**src/rtl/physics_pkg.sv**
```systemverilog
// physics_pkg: constants shared by the soft-body update engine and its
// frame scheduler, plus the scheduler state encoding.
package physics_pkg;

  localparam int N_BODIES   = 2;
  localparam int N_NODES    = 8;
  localparam int N_SUBSTEPS = 4;
  localparam int TMO_CYCLES = 4096;

  localparam int BODY_W = $clog2(N_BODIES) + 1;
  localparam int SUB_W  = $clog2(N_SUBSTEPS) + 1;
  localparam int IDX_W  = $clog2(N_NODES) + 1;
  localparam int TMO_W  = $clog2(TMO_CYCLES) + 1;

  // Q16.16: one substep of a 60 Hz frame, and g in m/s^2
  localparam int                 FRAC_W  = 16;
  localparam logic        [31:0] DT      = 32'h0000_0111;
  localparam logic signed [31:0] GRAVITY = -32'sd642253;

  typedef enum logic [2:0] {
    S_IDLE,
    S_LAUNCH,
    S_WAIT,
    S_ADVANCE,
    S_DONE
  } sched_state_t;

endpackage

```
**src/rtl/physics_step_scheduler_stream_indexer.sv**
```systemverilog
// stream_indexer: turns a valid pulse stream into indexed write enables.
// The count saturates at N so surplus pulses never write.
module stream_indexer
  import physics_pkg::*;
#(
  parameter int N = N_NODES,
  parameter int W = $clog2(N) + 1
) (
  input  logic         clk_in,
  input  logic         rst_in,
  input  logic         clr_in,
  input  logic         en_in,
  input  logic         valid_in,
  output logic         wr_en_out,
  output logic [W-1:0] wr_idx_out
);

  localparam logic [W-1:0] FULL = W'(N);

  logic [W-1:0] cnt_q;
  logic [W-1:0] cnt_d;
  logic         hit;

  assign hit        = en_in & valid_in & (cnt_q != FULL);
  assign wr_en_out  = hit;
  assign wr_idx_out = cnt_q;

  always_comb begin
    cnt_d = cnt_q;
    if (clr_in)
      cnt_d = '0;
    else if (hit)
      cnt_d = cnt_q + W'(1);
  end

  always_ff @(posedge clk_in) begin
    if (rst_in)
      cnt_q <= '0;
    else
      cnt_q <= cnt_d;
  end

endmodule

```
**src/rtl/physics_step_scheduler.sv**
```systemverilog
// physics_step_scheduler: runs SUBSTEPS passes over every body per frame
// tick on the shared update engine and indexes its result streams.
module physics_step_scheduler
  import physics_pkg::*;
#(
  parameter int NUM_BODIES     = N_BODIES,
  parameter int NUM_NODES      = N_NODES,
  parameter int SUBSTEPS       = N_SUBSTEPS,
  parameter int TIMEOUT_CYCLES = TMO_CYCLES
) (
  input  logic                          clk_in,
  input  logic                          rst_in,
  input  logic                          frame_tick_in,
  input  logic                          enable_in,
  input  logic                          result_in,
  input  logic                          node_valid_in,
  input  logic                          velocity_valid_in,
  output logic                          begin_out,
  output logic [$clog2(NUM_BODIES):0]   body_sel_out,
  output logic [$clog2(SUBSTEPS):0]     substep_out,
  output logic                          node_wr_en_out,
  output logic [$clog2(NUM_NODES):0]    node_wr_idx_out,
  output logic                          vel_wr_en_out,
  output logic [$clog2(NUM_NODES):0]    vel_wr_idx_out,
  output logic                          busy_out,
  output logic                          frame_done_out,
  output logic                          overrun_out,
  output logic                          timeout_out
);

  localparam int BW = $clog2(NUM_BODIES) + 1;
  localparam int SW = $clog2(SUBSTEPS) + 1;
  localparam int IW = $clog2(NUM_NODES) + 1;
  localparam int TW = $clog2(TIMEOUT_CYCLES) + 1;

  localparam logic [BW-1:0] LAST_BODY = BW'(NUM_BODIES - 1);
  localparam logic [SW-1:0] LAST_SUB  = SW'(SUBSTEPS - 1);
  localparam logic [TW-1:0] TMO_LAST  = TW'(TIMEOUT_CYCLES - 1);

  sched_state_t  state_q;
  logic          tick_q;
  logic          pend_q;
  logic          begin_q;
  logic          busy_q;
  logic          done_q;
  logic          ovr_q;
  logic          tmo_q;
  logic [BW-1:0] body_q;
  logic [SW-1:0] sub_q;
  logic [TW-1:0] tmr_q;
  logic [TW-1:0] tmr_d;

  assign tmr_d = tmr_q + TW'(1);

  // Tick is registered first, so the engine sees begin two cycles later
  always_ff @(posedge clk_in) begin
    if (rst_in) begin
      state_q <= S_IDLE;
      tick_q  <= 1'b0;
      pend_q  <= 1'b0;
      begin_q <= 1'b0;
      busy_q  <= 1'b0;
      done_q  <= 1'b0;
      ovr_q   <= 1'b0;
      tmo_q   <= 1'b0;
      body_q  <= '0;
      sub_q   <= '0;
      tmr_q   <= '0;
    end else begin
      tick_q  <= frame_tick_in & enable_in;
      begin_q <= 1'b0;
      done_q  <= 1'b0;
      if (tick_q && state_q != S_IDLE) begin
        if (pend_q)
          ovr_q <= 1'b1;
        else
          pend_q <= 1'b1;
      end
      unique case (state_q)
        S_IDLE: begin
          if (tick_q || pend_q) begin
            body_q  <= '0;
            sub_q   <= '0;
            busy_q  <= 1'b1;
            pend_q  <= 1'b0;
            begin_q <= 1'b1;
            state_q <= S_LAUNCH;
          end
        end
        S_LAUNCH: begin
          tmr_q   <= '0;
          state_q <= S_WAIT;
        end
        S_WAIT: begin
          if (result_in) begin
            state_q <= S_ADVANCE;
          end else if (tmr_d == TMO_LAST) begin
            tmo_q   <= 1'b1;
            busy_q  <= 1'b0;
            done_q  <= 1'b1;
            state_q <= S_DONE;
          end else begin
            tmr_q <= tmr_d;
          end
        end
        S_ADVANCE: begin
          if (body_q != LAST_BODY) begin
            body_q  <= body_q + BW'(1);
            begin_q <= 1'b1;
            state_q <= S_LAUNCH;
          end else if (sub_q != LAST_SUB) begin
            body_q  <= '0;
            sub_q   <= sub_q + SW'(1);
            begin_q <= 1'b1;
            state_q <= S_LAUNCH;
          end else begin
            busy_q  <= 1'b0;
            done_q  <= 1'b1;
            state_q <= S_DONE;
          end
        end
        S_DONE: begin
          state_q <= S_IDLE;
        end
        default: begin
          state_q <= S_IDLE;
        end
      endcase
    end
  end

  logic launch;
  logic in_wait;

  assign launch  = (state_q == S_LAUNCH);
  assign in_wait = (state_q == S_WAIT);

  stream_indexer #(.N(NUM_NODES), .W(IW)) u_node_idx (
    .clk_in     (clk_in),
    .rst_in     (rst_in),
    .clr_in     (launch),
    .en_in      (in_wait),
    .valid_in   (node_valid_in),
    .wr_en_out  (node_wr_en_out),
    .wr_idx_out (node_wr_idx_out)
  );

  stream_indexer #(.N(NUM_NODES), .W(IW)) u_vel_idx (
    .clk_in     (clk_in),
    .rst_in     (rst_in),
    .clr_in     (launch),
    .en_in      (in_wait),
    .valid_in   (velocity_valid_in),
    .wr_en_out  (vel_wr_en_out),
    .wr_idx_out (vel_wr_idx_out)
  );

  assign begin_out      = begin_q;
  assign busy_out       = busy_q;
  assign frame_done_out = done_q;
  assign overrun_out    = ovr_q;
  assign timeout_out    = tmo_q;
  assign body_sel_out   = body_q;
  assign substep_out    = sub_q;

endmodule

```
**config.mk**
```make
export PLATFORM = sky130hd
export DESIGN_NAME = physics_step_scheduler
export DESIGN_NICKNAME = d
export VERILOG_FILES = /design/src/rtl/physics_pkg.sv /design/src/rtl/physics_step_scheduler_stream_indexer.sv /design/src/rtl/physics_step_scheduler.sv
export SDC_FILE = /design/constraint.sdc
export NUM_CORES = 1
export LEC_CHECK = 0
export ABC_AREA = 1
export CAP_MARGIN = 10
export CORE_MARGIN = 2
export CORE_UTILIZATION = 45
export CTS_CLUSTER_SIZE = 28
export DETAILED_ROUTE_END_ITERATION = 8
export PLACE_DENSITY = 0.68
export SLEW_MARGIN = 20
export SYNTH_ARGS = -nofsm -noshare
export SYNTH_HDL_FRONTEND = slang
export SYNTH_SLANG_ARGS = --single-unit
```
**constraint.sdc**
```tcl
create_clock -name clk_in -period 2 [get_ports clk_in]
set_input_delay 0.2 -clock clk_in [delete_from_list [all_inputs] [get_ports clk_in]]
set_output_delay 0.2 -clock clk_in [all_outputs]
set_load 0.02 [all_outputs]
```
== Word level (Yosys, flattened, before mapping) ==
Index checks and enable logic that the tools add are counted.

* Output and inout bits: 20
* Logic and storage cells: 91
* Register bits after elaboration: 36
* Input port bits: 7

* Add/subtract/negate cells: 5
* Equal/unequal tests: 17
* Mux-type cells: 35
* Reduce and logical (&&, ||, !) cells: 15
* Bitwise operators: 6

{| class="wikitable"
|+ Operator list
! kind !! count
|-
| 13-bit 2-to-1 mux || 2
|-
| 13-bit one-hot mux with 2 select lines || 1
|-
| 3-bit 2-to-1 mux || 8
|-
| 1-bit 2-to-1 mux || 15
|-
| 2-bit != test, second input constant || 7
|-
| 13-bit by 1-bit adder with 13-bit output, second input constant || 1
|-
| 13-bit by 12-bit equality test with 1-bit output, second input constant || 1
|-
| 3-bit one-hot mux with 4 select lines || 1
|-
| 3-bit AND reduction || 3
|-
| 4-bit by 1-bit adder with 4-bit output, second input constant || 2
|-
| 4-bit != test, second input constant || 2
|-
| 3-bit by 2-bit equality test with 1-bit output, second input constant || 2
|-
| 2-bit 2-to-1 mux || 3
|-
| 3-bit != test, second input constant || 2
|-
| 3-bit one-hot mux with 2 select lines || 1
|-
| 6-bit AND reduction || 1
|-
| 3-bit nonzero test || 2
|-
| 1-bit bitwise AND || 5
|-
| 1-bit one-hot mux with 2 select lines || 2
|-
| 2-bit one-hot mux with 2 select lines || 1
|-
| 2-bit AND reduction || 2
|-
| 4-bit AND reduction || 1
|-
| 2-bit nonzero test || 2
|-
| 3-bit by 1-bit adder with 3-bit output, second input constant || 1
|-
| other kinds (10) || 10
|}

== Longest topological paths before layout ==
Gate-level depths: netlist (run 1).

* Depth in word-level cells: 5
* Mapped depth: 16
* Gate-level depth less buffers: 15

== By module ==
Synthesis (run 1) repeated with hierarchy kept, for this count alone.

* Cells, all modules: 295
* Area, all modules: 2062.0 sq um

{| class="wikitable"
|+ By module, submodules not included
! module !! times used !! seq. area each (sq um) !! area each (sq um) !! cells each
|-
| physics_step_scheduler || 1 || 560.5 || 1564.0 || 219
|-
| stream_indexer || 2 || 80.1 || 249.0 || 38
|}

== Worst setup path after synthesis (run 1) ==
Ideal clock, no wire load.

* Kind: register -> register
* Start point: reg tmr_q[1]
* End point: reg tmr_q[4]
* Stages on the path, launching flop included: 17
* Library setup time: 68 ps
* Arrival time: 1640 ps
* Slack: 292 ps
* Buffers on the path: 1
* Cells stage by stage: dfxtp_1 ha_1 nand3_1 inv_2 nand2_1 nand2_1 nand2_1 inv_1 nand2_1 nor2_2 nand2_2 nand2_2 nand2_2 nand2_4 buf_6 nand2_1 a21oi_2

* Cells in the longest elaborated chain, start to end: 4

{| class="wikitable"
|+ Ends and longest elaborated chain
! what !! RTL line !! RTL
|-
| start, declared || physics_step_scheduler.sv:50 || <nowiki>logic [TW-1:0] tmr_q;</nowiki>
|-
| start signal, assigned || physics_step_scheduler.sv:103 || <nowiki>tmr_q <= tmr_d;</nowiki>
|-
| 13-bit by 1-bit adder with 13-bit output (*) || physics_step_scheduler.sv:53 || <nowiki>assign tmr_d = tmr_q + TW'(1);</nowiki>
|-
| 13-bit by 12-bit equality test with 1-bit output / 13-bit 2-to-1 mux (equally long branches) || physics_step_scheduler.sv:97 || <nowiki>end else if (tmr_d == TMO_LAST) begin</nowiki>
|-
| 2-bit != test (no source line) / 13-bit 2-to-1 mux (equally long branches) || -- ||
|-
| 3-bit AND reduction (no source line) / 13-bit one-hot mux with 2 select lines (equally long branches) || -- ||
|}

Mark *: on every way between the ends. The rest lies on a longest branch, timed or not. The select of a mux whose other input is x is not followed.
A chain may end at the register's enable or synchronous reset.

== Worst setup path in the final report (run 1) ==
* Start point: reg state_q[1]
* End point: out vel_wr_en_out

* Cells in the longest elaborated chain, start to end: 3

{| class="wikitable"
|+ Ends and longest elaborated chain
! what !! RTL line !! RTL
|-
| start, declared || physics_step_scheduler.sv:40 || <nowiki>sched_state_t state_q;</nowiki>
|-
| start signal, assigned || physics_step_scheduler.sv:58 || <nowiki>state_q <= S_IDLE;</nowiki>
|-
| start signal, assigned || physics_step_scheduler.sv:87 || <nowiki>state_q <= S_LAUNCH;</nowiki>
|-
| start signal, assigned || physics_step_scheduler.sv:92 || <nowiki>state_q <= S_WAIT;</nowiki>
|-
| 3-bit by 2-bit equality test with 1-bit output || physics_step_scheduler.sv:136 || <nowiki>assign in_wait = (state_q == S_WAIT);</nowiki>
|-
| 1-bit bitwise AND (2 in series) || physics_step_scheduler_stream_indexer.sv:24 || <nowiki>assign hit = en_in & valid_in & (cnt_q != FULL);</nowiki>
|-
| end, declared || physics_step_scheduler.sv:23 || <nowiki>output logic vel_wr_en_out,</nowiki>
|}

No other way between the ends.

==> results of run 1 <==
report_power, final:
group	total (µW)	leakage (µW)	switching, µW	internal (µW)
clock network	639	0.0000541	270	369
registers	835	0.000292	52.6	782
logic	711	0.000583	454	257
total	2180	0.000930	777	1410
sequential cells by signal, summed over array words and instances, names as in the netlist:
register,count
begin_out,1
body_sel_out,2
busy_out,1
frame_done_out,1
overrun_out,1
pend_q,1
state_q,3
substep_out,3
tick_q,1
timeout_out,1
tmr_q,13
u_node_idx.wr_idx_out,4
u_vel_idx.wr_idx_out,4
cells in the final DEF, fill, tap and decap left out, types with 2 or more instances in the layout:
| cell | count |
|---|---|
| nor2_4 | 2 |
| dfxtp_2 | 2 |
| a21oi_1 | 19 |
| dfxtp_1 | 34 |
| nor4_1 | 2 |
| ha_1 | 7 |
| nand2_1 | 70 |
| inv_1 | 38 |
| buf_4 | 4 |
| nand3_1 | 13 |
| nor3_1 | 8 |
| nand4_1 | 4 |
| nand3_2 | 3 |
| nor2_2 | 4 |
| inv_2 | 2 |
| nor2_1 | 22 |
| a21oi_2 | 3 |
| o21ai_0 | 12 |
| nand2_2 | 4 |
| clkbuf_8 | 5 |
| clkdlybuf4s50_1 | 24 |
layer usage:
layer  global-route usage (%)  wire, µm  share of wire, %
met5                        0         0                 0
met4                     5.88        61               1.5
met3                     5.68       152               3.8
met2                     30.2      1780                45
met1                     23.9      1970                50
worst max path at each step:
stage                                  endpoint  slack, ns
final                             vel_wr_en_out       0.16
after global routing      tmr_q[0]$_SDFFE_PP0P_      -0.03
after CTS                        node_wr_en_out       0.02
after detailed placement         node_wr_en_out       0.05
after global placement           node_wr_en_out       0.06
after floorplan           tmr_q[4]$_SDFFE_PP0P_       0.29
cell usage after synthesis, drive strengths merged:
| cell type | instances |
|---|---|
| o21a | 1 |
| a31oi | 1 |
| nor2 | 28 |
| nor3 | 8 |
| xor2 | 1 |
| o2111a | 1 |
| o21ai | 12 |
| nor4 | 2 |
| nand4 | 4 |
| a31o | 1 |
| a32o | 1 |
| a211oi | 1 |
| ha | 8 |
| inv | 41 |
| and3 | 1 |
| dfxtp | 36 |
| o211ai | 1 |
| buf | 3 |
| nand3b | 1 |
| nand3 | 16 |
| a21oi | 22 |
| clkbuf | 2 |
| nor3b | 1 |
| nand2 | 76 |
| o31ai | 1 |
cells by family (layout without fill, tap and decap cells):
kind of cell | after synthesis | in the layout
xor+xnor | 1 | 1
fa+ha+maj | 8 | 8
simple gates | 137 | 137
compound gates | 42 | 42
flops | 36 | 36
buf+inv | 46 | 79
final cells by class:
| type | instances | area [µm²] | share of cell area (%) |
|---|---|---|---|
| Inverter | 41 | 156 | 6.66 |
| Timing Repair Buffer | 30 | 284 | 12.1 |
| Clock buffer | 5 | 68.8 | 2.93 |
| Clock inverter | 3 | 42.5 | 1.81 |
| Sequential cell | 36 | 723 | 30.8 |
| Multi-Input combinational cell | 188 | 1010 | 43.1 |
| Tap cell | 50 | 62.6 | 2.66 |
worst reg2reg max path, delay by kind of cell (launching register included):
family | cells | cell delay [ns]
compound gates | 1 | 0.18
buf+inv | 1 | 0.08
flops | 1 | 0.49
simple gates | 9 | 0.92
timing repair:
action                     CTS  global route
resized for setup            3            10
setup endpoints to repair    2            15
cloned                       0             0
per-stage QoR:
stage,total power [µW],cells
4_1_cts,2180,353
3_3_place_gp,1530,345
5_1_grt,2330,353
2_1_floorplan,1330,270
6_report,2180,353
3_5_place_dp,1540,345
==> run summary, run 1 <==
Status: complete, no violations
Sequential cell area fraction in the yosys report: 38.1%
CP peak stage delay: 0.36 ns
Largest delay contributor family on the critical path: buffers and inverters
Net Count, Synth: 285
Post-DP HPWL: 2930 µm
Die area: 4740 µm²
Total Routing Usage GR: 18.7%
Fin Setup TNS: 0 ns
Total gr overflow: 0
Setup slack after layout: 0.165 ns
Crit Reg-Reg Endpoint: tmr_q[0]$_SDFFE_PP0P_
Antenna cell count: 0
Later-pin clock latency in the skew report: 0.29 ns
Slowest cell on the critical path: dfxtp_1
TritonCTS clock tree: done
Req. time, crit path: 1.80 ns
Syn_area_per_cell: 7.01 µm²
Setup crit start kind: flip-flop
Crit. End Element: primary output
Die Span Y: 68.9 µm
Crit Path Class: flip-flop to primary output
Hold Path Class: input pin to flip-flop
Vias/cell: 5.00
Library cells used by synthesis: 33
Seq cells post-synth: 36
TritonRoute pass-1 iters: 4
Die width: 68.9 µm
Port Buffer Count: 26
Cells after Synth: 270
Initial antenna violation count: 0
Vias in the first global route: 1585
CTS buffer count: 5
Final Instance Area: 2350 µm²
Post-Synth Adder-Cell Area: 5.29%
Hold buffers post-CTS: 0
Root Driver: clkbuf_8
Top cell type by total area after synthesis: dfxtp_1
Starting Density: 47.0%
FILL cells: 410
HP Start: enable_in
DP Area: 2210 µm²
Via Count: 1766
Area fraction in compound gates after synthesis: 13.1%
Cell mode on critical path: inv_1
Post-synthesis cell area: 1890 µm²
Final setup fails: 0
Slew Viols, Final: 0
H-tree depth: 2
DRC violations left: 0
Clock transition at the registers of the reported paths: 0.07 ns
Leak pwr: 0.000930 µW
Worst EP arrival: 1.64 ns
Hold depth: 3
Crit share post-route: 91.8%
Nets: 317
Hold EP: tick_q$_SDFF_PP0_
CTS sink cnt: 36
Post-synthesis simple-gate area fraction: 33.1%
Worst path bufs/invs: 4
Pwr/cell area: 930 nW/µm²
Post-DRT Antenna Nets: 0
Largest net degree at the start of global routing: 21
VDD IR max: 0.000653 V
Yosys top cell area share: 38.1%
Slew HR: 70.1%
Area of the core: 4030 µm²
Hold Fails Final Rpt: 0
Fin crit period: 1.84 ns
Synth top area cells: dfxtp_1 38%, nand2_1 14%, inv_1 7.7%
Layout cell share with drive strength beyond 1: 12.5%
Io pins: 27
Synthesis-to-finish area growth: 24.1%
Wire length per cell: 11.2 µm
Maxcap violations: 0
Final Util: 58.3%
Post-synthesis xor/xnor area fraction: 0.463%
Bufs on Longest Clock Path: 2
CP Cell Sequence: inv_1, nor2_1, nand2_1, inv_2, nand3_1, inv_1, dlygate4sd2_1
Worst setup path start: state_q[1]$_SDFFE_PP0P_
Crit Path Max Fanout: 4
Cells on worst reg2reg path: 11
Synth warn: 0
Worst slew pin tran: 0.447 ns
Critical path depth: 7
Place WS: 0.0476 ns
Largest family of logic cells by synthesized area: simple AND/OR/NAND/NOR gates
1st-iter DRT viols: 100
Placer congestion estimate: 0.904
FF-to-FF setup slack: 0.22 ns
Drt total wl: 3970 µm
First-pass GRT wire length: 6620 µm
FMAX: 0.545 GHz
Clock skew: 0.00533 ns
Setup Fix Bufs, Post-CTS: 0
WHS: 0.429 ns
Mux share of post-synthesis cell area: 0%
Reg-to-Reg Start: tmr_q[3]$_SDFFE_PP0P_
Std cell rows: 23
Power figures use the tool's default switching activity.
==> run 2: changes to the inputs <==
- ABC_AREA: 1 -> not set
- HOLD_SLACK_MARGIN: not set -> 0.02
==> run 2 against run 1 <==
  * Clock power down 19%
  * Die area down 4.6%
  * Count of clock-buffer cells in the layout up 3
  * Clock skew down 0.0024 ns
  * Via count down 11%
==> run summary, run 2 <==
Req. time, crit path: 2.17 ns
Vias in the first global route: 1429
Critical path depth: 7
Slowest cell on the critical path: dfxtp_2
Synth top area cells: dfxtp_1 40%, nor2_1 5.8%, ha_1 5.6%
Cells on worst reg2reg path: 7
Slew Viols, Final: 0
Fin crit period: 1.91 ns
TritonCTS clock tree: done
Worst EP arrival: 2.08 ns
Root Driver: clkbuf_8
H-tree depth: 2
Cells after Synth: 200
Wire length per cell: 13.1 µm
Hold depth: 3
Unrepaired setup endpoints after global routing: no
1st-iter DRT viols: 69
Hold Fails Final Rpt: 0
Asr flop ratio synth: 0%
CP peak stage delay: 0.35 ns
Initial antenna violation count: 0
WHS: 0.438 ns
VDD IR max: 0.000545 V
Largest delay contributor family on the critical path: compound AO/OA/AOI/OAI gates
FMAX: 0.523 GHz
Biggest register: tmr_q
Die Span Y: 67.3 µm
CTS buffer count: 5
Worst path bufs/invs: 1
Setup slack after layout: 0.0863 ns
Worst slew pin tran: 0.524 ns
Post-DP HPWL: 2800 µm
Leak pwr: 0.000978 µW
Hold buffers post-CTS: 0
DR top layer: met4
Synth cell count leaders: 36 x dfxtp_1, 28 x nor2_1, 12 x nand2_1
Most common cell after layout, fill and taps aside: dfxtp_1
Place WS: -0.0772 ns
DRC violations left: 0
Post-synth EDFFs: 0
Met3 wire length: 200 µm
Synthesis-to-finish area growth: 28.8%
Layout Cells excl Fill: 292
Syn_area_per_cell: 9.01 µm²
Synth warn: 0
Io pins: 27
FF-to-FF setup slack: 0.09 ns
Crit share post-route: 95.7%
CP Cell Sequence: ha_4, nand2b_4, a2111oi_4, buf_4, a211oi_2, and3_1, a211o_1
Primary FF master, synth: dfxtp_1
DR WL met2: 1780 µm
Crit Reg-Reg Endpoint: tmr_q[6]$_SDFFE_PP0P_
Area of the core: 3740 µm²
Final setup fails: 0
Nets: 258
Bufs on Longest Clock Path: 2
Hold Path Class: input pin to flip-flop
Sequential cell area fraction in the yosys report: 40.0%
HP Start: enable_in
Std cell rows: 22
Placed cells: 283
Reg-to-Reg Start: tmr_q[0]$_SDFFE_PP0P_
Setup crit start kind: flip-flop
Post-synthesis cell area: 1800 µm²
Drt total wl: 3830 µm
Seq cells post-synth: 36
Total power: 1570 µW
CTS sink cnt: 36
Starting Density: 48.1%
Met1 WL: 1800 µm
Antenna cell count: 0
Pwr/cell area: 679 nW/µm²
Vias/cell: 5.40
Yosys top cell area share: 40.0%
Crit Path Max Fanout: 9
Post-DRT Antenna Nets: 0
Library cells used by synthesis: 45
Later-pin clock latency in the skew report: 0.28 ns
Via Count: 1576
Max reg flops: 13
Total Routing Usage GR: 18.7%
Hold EP: tick_q$_SDFF_PP0_
Top cell type by total area after synthesis: dfxtp_1
Die area: 4530 µm²
Status: complete, no violations
Total gr overflow: 0
TritonRoute pass-1 iters: 4
Most frequent cells in the layout: 33 x dfxtp_1, 28 x nor2_1, 24 x clkdlybuf4s50_1
Crit Path Class: flip-flop to flip-flop
Port Buffer Count: 26
Crit. End Element: flip-flop
Placer congestion estimate: 0.791
Largest net degree at the start of global routing: 14
Clock transition at the registers of the reported paths: 0.07 ns
Net Count, Synth: 215
First-pass GRT wire length: 6370 µm
Slew HR: 65.0%
FILL cells: 357
Clock skew: 0.00294 ns
Layout cell share with drive strength beyond 1: 14.8%
Maxcap violations: 0
Most numerous cell in the Yosys netlist: dfxtp_1
Die width: 67.3 µm
-- run 2: cell count changes after synthesis, moves of 5 or more --
cell	change
o21ai_0	-9
and3_1	+8
nand2b_1	+6
nand2_1	-58
a21oi_1	-9
nand3_1	-10
inv_1	-30
a211o_1	+8
mux2i_1	+5
nor2_1	+5
-- run 2: area by class of cell --
class	instances	area [µm²]	share of cell area [%]
multi-input cells	149	1030	44.6
clock buffers	8	90.1	3.88
well taps	48	60.1	2.59
inverters	9	33.8	1.46
repair buffers	42	378	16.3
flip-flops and latches	36	724	31.2
-- run 2: worst max path at each step --
stage / from / to
after floorplan: tmr_q[0]$_SDFFE_PP0P_ / tmr_q[11]$_SDFFE_PP0P_
after global placement: tmr_q[0]$_SDFFE_PP0P_ / tmr_q[10]$_SDFFE_PP0P_
after detailed placement: tmr_q[0]$_SDFFE_PP0P_ / tmr_q[6]$_SDFFE_PP0P_
after CTS: tmr_q[0]$_SDFFE_PP0P_ / tmr_q[6]$_SDFFE_PP0P_
after global routing: tmr_q[0]$_SDFFE_PP0P_ / tmr_q[6]$_SDFFE_PP0P_
final: tmr_q[0]$_SDFFE_PP0P_ / tmr_q[6]$_SDFFE_PP0P_
-- run 2: per-stage QoR --
| step | cell area (µm²) | setup TNS (ns) | util (%) |
|---|---|---|---|
| 2_1_floorplan | 1800 | 0 | - |
| 3_3_place_gp | 2190 | 0 | 58.6 |
| 3_5_place_dp | 2190 | -0.366 | 58.6 |
| 4_1_cts | 2300 | 0 | 61.4 |
| 5_1_grt | 2320 | 0 | 62.0 |
| 6_report | 2320 | 0 | 62.0 |
-- run 2: repair_timing --
action | 4_1_cts | 5_1_grt
hold endpoints to repair | 0 | 0
buffers inserted | 1 | 0
pin swaps | 0 | 1
resized for setup | 4 | 5
gates cloned | 0 | 0
setup endpoints to repair | 10 | 10
-- run 2: where the power goes --
part | leakage [µW] | switching [µW] | internal, µW | total (µW)
Sequential | 0.000292 | 18.9 | 741 | 760
Clock | 0.0000455 | 239 | 281 | 519
Combinational | 0.000641 | 162 | 133 | 296
-- run 2: per-layer routing --
metal / global-route usage (%) / up-vias
met5: 0 / -
met1: 24.1 / 740
met3: 4.83 / 6
met2: 29.3 / 31
met4: 8.42 / 0
li1: - / 799
-- run 2: cells by family after synthesis --
family,count (synthesis),share of synthesized area (%)
AOI/OAI and AO/OA,38,16.4
xor gates and xnor gates,7,3.82
adders and majority gates,8,5.56
DFF,36,40.0
and+or+nand+nor,90,26.7
buffers and inverters,15,4.10
muxes,6,3.40
-- run 2: worst reg2reg max path, cell delays in order (launching register included) --
cell and delay (ns):
dfxtp_2 0.35, ha_4 0.18, nand2b_4 0.15, a2111oi_4 0.32, buf_4 0.20, a211oi_2 0.14
and3_1 0.22, a211o_1 0.26
==> run 3: changes to the inputs <==
- TNS_END_PERCENT: not set -> 20
==> results of run 3 <==
Final layout, timing and power as in run 2 (identical DEF).
